--- config.mk ---
export PLATFORM = sky130hd
export DESIGN_NAME = xor_decoder
export DESIGN_NICKNAME = d
export VERILOG_FILES = /design/src/rtl/xor_decoder_pkg.sv /design/src/rtl/xor_decoder_stage.sv /design/src/rtl/xor_decoder.sv
export SDC_FILE = /design/constraint.sdc
export NUM_CORES = 1
export LEC_CHECK = 0
export CAP_MARGIN = 20
export CELL_PAD_IN_SITES_DETAIL_PLACEMENT = 1
export CELL_PAD_IN_SITES_GLOBAL_PLACEMENT = 1
export CORE_AREA = 8 8 45 47
export CTS_BUF_LIST = sky130_fd_sc_hd__clkbuf_8
export DETAILED_ROUTE_END_ITERATION = 10
export DIE_AREA = 0 0 53 55
export GPL_ROUTABILITY_DRIVEN = 0
export PLACE_DENSITY = 0.51
export SLEW_MARGIN = 20
export SYNTH_ARGS = -nofsm -noshare
export SYNTH_HDL_FRONTEND = slang
export SYNTH_SLANG_ARGS = --single-unit
--- constraint.sdc ---
create_clock -name clk -period 1.6 [get_ports clk]
set_input_delay 0.24 -clock clk [delete_from_list [all_inputs] [get_ports clk]]
set_output_delay 0.24 -clock clk [all_outputs]
set_load 0.01 [all_outputs]
--- src/rtl/xor_decoder_pkg.sv ---
// Shared constants and helpers for the xor_decoder slice.
// Optional parity accumulator in the top is enabled by XOR_DECODER_PARITY_EN.
package xor_decoder_pkg;

    localparam int unsigned WIDTH_MIN = 1;
    localparam int unsigned WIDTH_MAX = 64;

    // Bits needed to hold the values 0..width inclusive, i.e. $clog2(width+1).
    function automatic int unsigned calc_cw(input int unsigned width);
        int unsigned cw;
        cw = 0;
        for (int unsigned i = 0; i < 32; i++) begin
            if ((64'd1 << i) < (64'(width) + 64'd1)) begin
                cw = i + 1;
            end
        end
        return cw;
    endfunction

endpackage

--- src/rtl/xor_decoder_stage.sv ---
// Combinational compare stage: bitwise xor/xnor, equality and popcount of the difference.
// Parity option (XOR_DECODER_PARITY_EN) lives in the top; this stage is unaffected by it.
module xor_decoder_stage
    import xor_decoder_pkg::*;
#(
    parameter int unsigned WIDTH = 1,
    parameter int unsigned CW    = calc_cw(WIDTH)
) (
    input  logic [WIDTH-1:0] a,
    input  logic [WIDTH-1:0] b,
    output logic [WIDTH-1:0] xor_bits,
    output logic [WIDTH-1:0] xnor_bits,
    output logic             eq,
    output logic [CW-1:0]    cnt
);

    always_comb begin
        xor_bits  = a ^ b;
        xnor_bits = ~(a ^ b);
        eq        = ~|(a ^ b);
    end

    always_comb begin
        cnt = '0;
        for (int unsigned i = 0; i < WIDTH; i++) begin
            cnt = cnt + CW'(xor_bits[i]);
        end
    end

endmodule

--- src/rtl/xor_decoder.sv ---
// Registered XOR/XNOR decoder with equality flag and differing-bit count, 1-cycle latency.
// Define XOR_DECODER_PARITY_EN to add the clr input and the running parity_o accumulator.
module xor_decoder
    import xor_decoder_pkg::*;
#(
    parameter int unsigned WIDTH = 1
) (
    input  logic                       clk,
    input  logic                       rst,
    input  logic                       in_valid,
    input  logic [WIDTH-1:0]           a,
    input  logic [WIDTH-1:0]           b,
`ifdef XOR_DECODER_PARITY_EN
    input  logic                       clr,
    output logic                       parity_o,
`endif
    output logic [WIDTH-1:0]           xor_o,
    output logic [WIDTH-1:0]           xnor_o,
    output logic                       eq_o,
    output logic [$clog2(WIDTH+1)-1:0] diff_cnt,
    output logic                       out_valid
);

    localparam int unsigned CW = calc_cw(WIDTH);

    if (WIDTH < WIDTH_MIN || WIDTH > WIDTH_MAX) begin : g_width_check
        $error("xor_decoder: WIDTH must be within 1..64");
    end

    logic [WIDTH-1:0] xor_bits;
    logic [WIDTH-1:0] xnor_bits;
    logic             eq;
    logic [CW-1:0]    cnt;

    xor_decoder_stage #(
        .WIDTH (WIDTH),
        .CW    (CW)
    ) u_stage (
        .a         (a),
        .b         (b),
        .xor_bits  (xor_bits),
        .xnor_bits (xnor_bits),
        .eq        (eq),
        .cnt       (cnt)
    );

    // Result registers only load on accepted inputs, so X on idle operands never propagates.
    always_ff @(posedge clk) begin
        if (rst) begin
            xor_o     <= '0;
            xnor_o    <= '1;
            eq_o      <= 1'b1;
            diff_cnt  <= '0;
            out_valid <= 1'b0;
        end else begin
            out_valid <= in_valid;
            if (in_valid) begin
                xor_o    <= xor_bits;
                xnor_o   <= xnor_bits;
                eq_o     <= eq;
                diff_cnt <= cnt;
            end
        end
    end

`ifdef XOR_DECODER_PARITY_EN
    always_ff @(posedge clk) begin
        if (rst || clr) begin
            parity_o <= 1'b0;
        end else if (in_valid) begin
            parity_o <= parity_o ^ (^xor_bits);
        end
    end
`endif

endmodule

==> results.sh <==
export IMPL_outcome="completed"
export IMPL_post_synth_num_cell_types=7
export IMPL_power_leakage_nw=0.0999
export IMPL_grt_pass1_vias=156
export IMPL_hold_slack_ps=551
export IMPL_clock_skew_final_ps=0
export IMPL_critical_path_max_stage_delay_ps=550
export IMPL_io_pins=10
export IMPL_io_buffers=9
export IMPL_rows=14
export IMPL_cts_sinks=3
export IMPL_viasPerCell=3.34
export IMPL_wl_per_cell_um=11.8
export IMPL_drc=0
export IMPL_cts_max_level=1
export IMPL_dieHeight_um=55
export IMPL_die_x_um=53
export IMPL_grt_max_degree=6
export IMPL_clockPowerShare=0.623
export IMPL_antennaDiodeCount=0
export IMPL_totalWireLength_um=449
export IMPL_synth_cells=11
export IMPL_final_antenna_net_count=0
export IMPL_place_area_um2=211
export IMPL_synth_area_um2=116
export IMPL_start_util=0.0841
export IMPL_post_cts_buffers=0
export IMPL_p_comb_frac=0.133
export IMPL_finalMaxSlewViolations=0
export IMPL_switchingPower_w=0.0000724
export IMPL_slowest_stage="clkdlybuf4s50_1"
export IMPL_cts_hold_buf=0
export IMPL_path_buf_inv=1
export IMPL_final_nets=28
export IMPL_dieArea_mm2=0.00292
export IMPL_ys_seq_elements=3
export IMPL_hold_viol_final=0
export IMPL_grt_overflow_total=0
export IMPL_cts_made_buffers=3
export IMPL_yosys_warnings=0
export IMPL_cp_start_kind="flop"
export IMPL_core_area_mm2=0.00138
export IMPL_slew_headroom=0.834
export IMPL_area_growth_pct=120
export IMPL_tns_ps=0
export IMPL_path_cells="clkdlybuf4s50_1"
export IMPL_insertion_delay_ps=210
export IMPL_drt_iter0_drc=0
export IMPL_cts_resized_gates=0
export IMPL_synth_fp_nets=16
export IMPL_nFillCells=158
export IMPL_final_area_um2=256
export IMPL_vias=127
export IMPL_switching_share=0.209
export IMPL_powerDensity_mw_per_mm2=1350
export IMPL_yosysSeqAreaShare=0.516
export IMPL_critical_path_class="reg2out"
export IMPL_total_power_w=0.000346
export IMPL_drt_pass1_iter_count=1
export IMPL_p_int_w=0.000273
export IMPL_globalRouteTotalUtil=0.0388
export IMPL_fmax_mhz=739
export IMPL_endpoint_kind="output pin"
export IMPL_cp_data_required_time_ps=1360
export IMPL_power_frac_seq=0.244
export IMPL_tightest_slew_ps=247
export IMPL_rsz0062_at_grt="false"
export IMPL_tritoncts="yes"
export IMPL_drive_above_1_share=0.136
export IMPL_cp_top_family="buffers and inverters"
export IMPL_root_buffer="clkbuf_8"
export IMPL_crit_arrival_ps=1110
export IMPL_maxCapViolCount=0
export IMPL_layout_min_cycle_time_ps=1350
export IMPL_ctsLongestPathBuffers=2
export IMPL_cp_max_fo=3
export IMPL_vdd_drop_max_mv=0.417
export IMPL_path_clk_slew_ps=30
export IMPL_setup_viol=0
export IMPL_hold_path_class="reg2reg"
export IMPL_grt_first_pass_wirelength_um=690
export IMPL_syn_avg_cell_area_um2=10.6
export IMPL_period_share=0.845
export IMPL_antenna_found_initial=0
## flip-flops by register name, indices dropped and copies added (netlist names)
register,flops
eq_o,1
out_valid,1
diff_cnt,1
## through the flow
| stage | utilization | instances | worst slack (ps) |
|---|---|---|---|
| after global placement | 0.153 | 34 | 410 |
| after detailed placement | 0.153 | 34 | 380 |
| after CTS | 0.185 | 38 | 223 |
| after global routing | 0.185 | 38 | 183 |
| after floorplan | - | 11 | 784 |
| final | 0.185 | 38 | 248 |
## worst reg2reg max path: cells and delay by family (launching register included)
family             cells  cell delay [ps]
DFF                    1              310
AOI/OAI and AO/OA      1              260
and+or+nand+nor        1              130
## cell usage after synthesis
master / number / area, µm²
xnor2_1: 1 / 8.76
a211o_1: 1 / 8.76
a211oi_1: 1 / 7.51
nor2_1: 1 / 3.75
buf_4: 2 / 15.0
nor2b_1: 2 / 12.5
dfxtp_1: 3 / 60.1
## cells in the final DEF (no fill, tap or decap)
| cell | synthesis | layout |
|---|---|---|
| nor2b_1 | 2 | 2 |
| a211oi_1 | 1 | 1 |
| xnor2_1 | 1 | 1 |
| clkbuf_8 | 0 | 3 |
| a211o_1 | 1 | 1 |
| dfxtp_1 | 3 | 3 |
| inv_1 | 0 | 1 |
| clkdlybuf4s50_1 | 0 | 9 |
| nor2_1 | 1 | 1 |
## cell families (layout without fill, tap and decap cells)
logic type | Yosys count | after routing | share of synthesized area
flip-flops | 3 | 3 | 0.516
buffers and inverters | 2 | 13 | 0.129
AO/OA/AOI/OAI | 2 | 2 | 0.140
AND/OR/NAND/NOR | 3 | 3 | 0.140
XOR/XNOR | 1 | 1 | 0.0753
## path summary, 6_finish.rpt
check / start / slack [ps] / cells past startpoint / end
worst max-delay path: diff_cnt$_SDFFE_PP0P_ / 250 / 1 / diff_cnt
worst min-delay path: diff_cnt$_SDFFE_PP0P_ / 550 / 2 / diff_cnt$_SDFFE_PP0P_
worst max register to register: eq_o$_SDFFE_PP1P_ / 790 / 2 / eq_o$_SDFFE_PP1P_
worst min register to register: diff_cnt$_SDFFE_PP0P_ / 550 / 2 / diff_cnt$_SDFFE_PP0P_
## cell type report
type	instances	area [µm²]	area share
Timing Repair Buffer	9	90.1	0.351
Clock inverter	1	3.75	0.0146
Clock buffer	3	41.3	0.161
Sequential cell	3	60.1	0.234
Multi-Input combinational cell	6	41.3	0.161
Tap cell	16	20.0	0.0780
## routing by layer
| metal | GRT usage | vias up | share of wire |
|---|---|---|---|
| met1 | 0.0258 | 61 | 0.34 |
| met3 | 0.0374 | 0 | 0.19 |
| li1 | - | 56 | - |
| met2 | 0.0488 | 10 | 0.47 |
| met4 | 0.0647 | 0 | 0 |
| met5 | 0 | - | 0 |
## power by group through the flow
stage          Clock [W]  Combinational (W)  Sequential, W
6_report        0.000216          0.0000460      0.0000842
3_3_place_gp           0          0.0000437      0.0000853
4_1_cts         0.000221          0.0000469      0.0000848
3_5_place_dp           0          0.0000459      0.0000857
2_1_floorplan          0          0.0000159      0.0000873
5_1_grt         0.000231          0.0000496      0.0000850
Power figures use the tool's default switching activity.
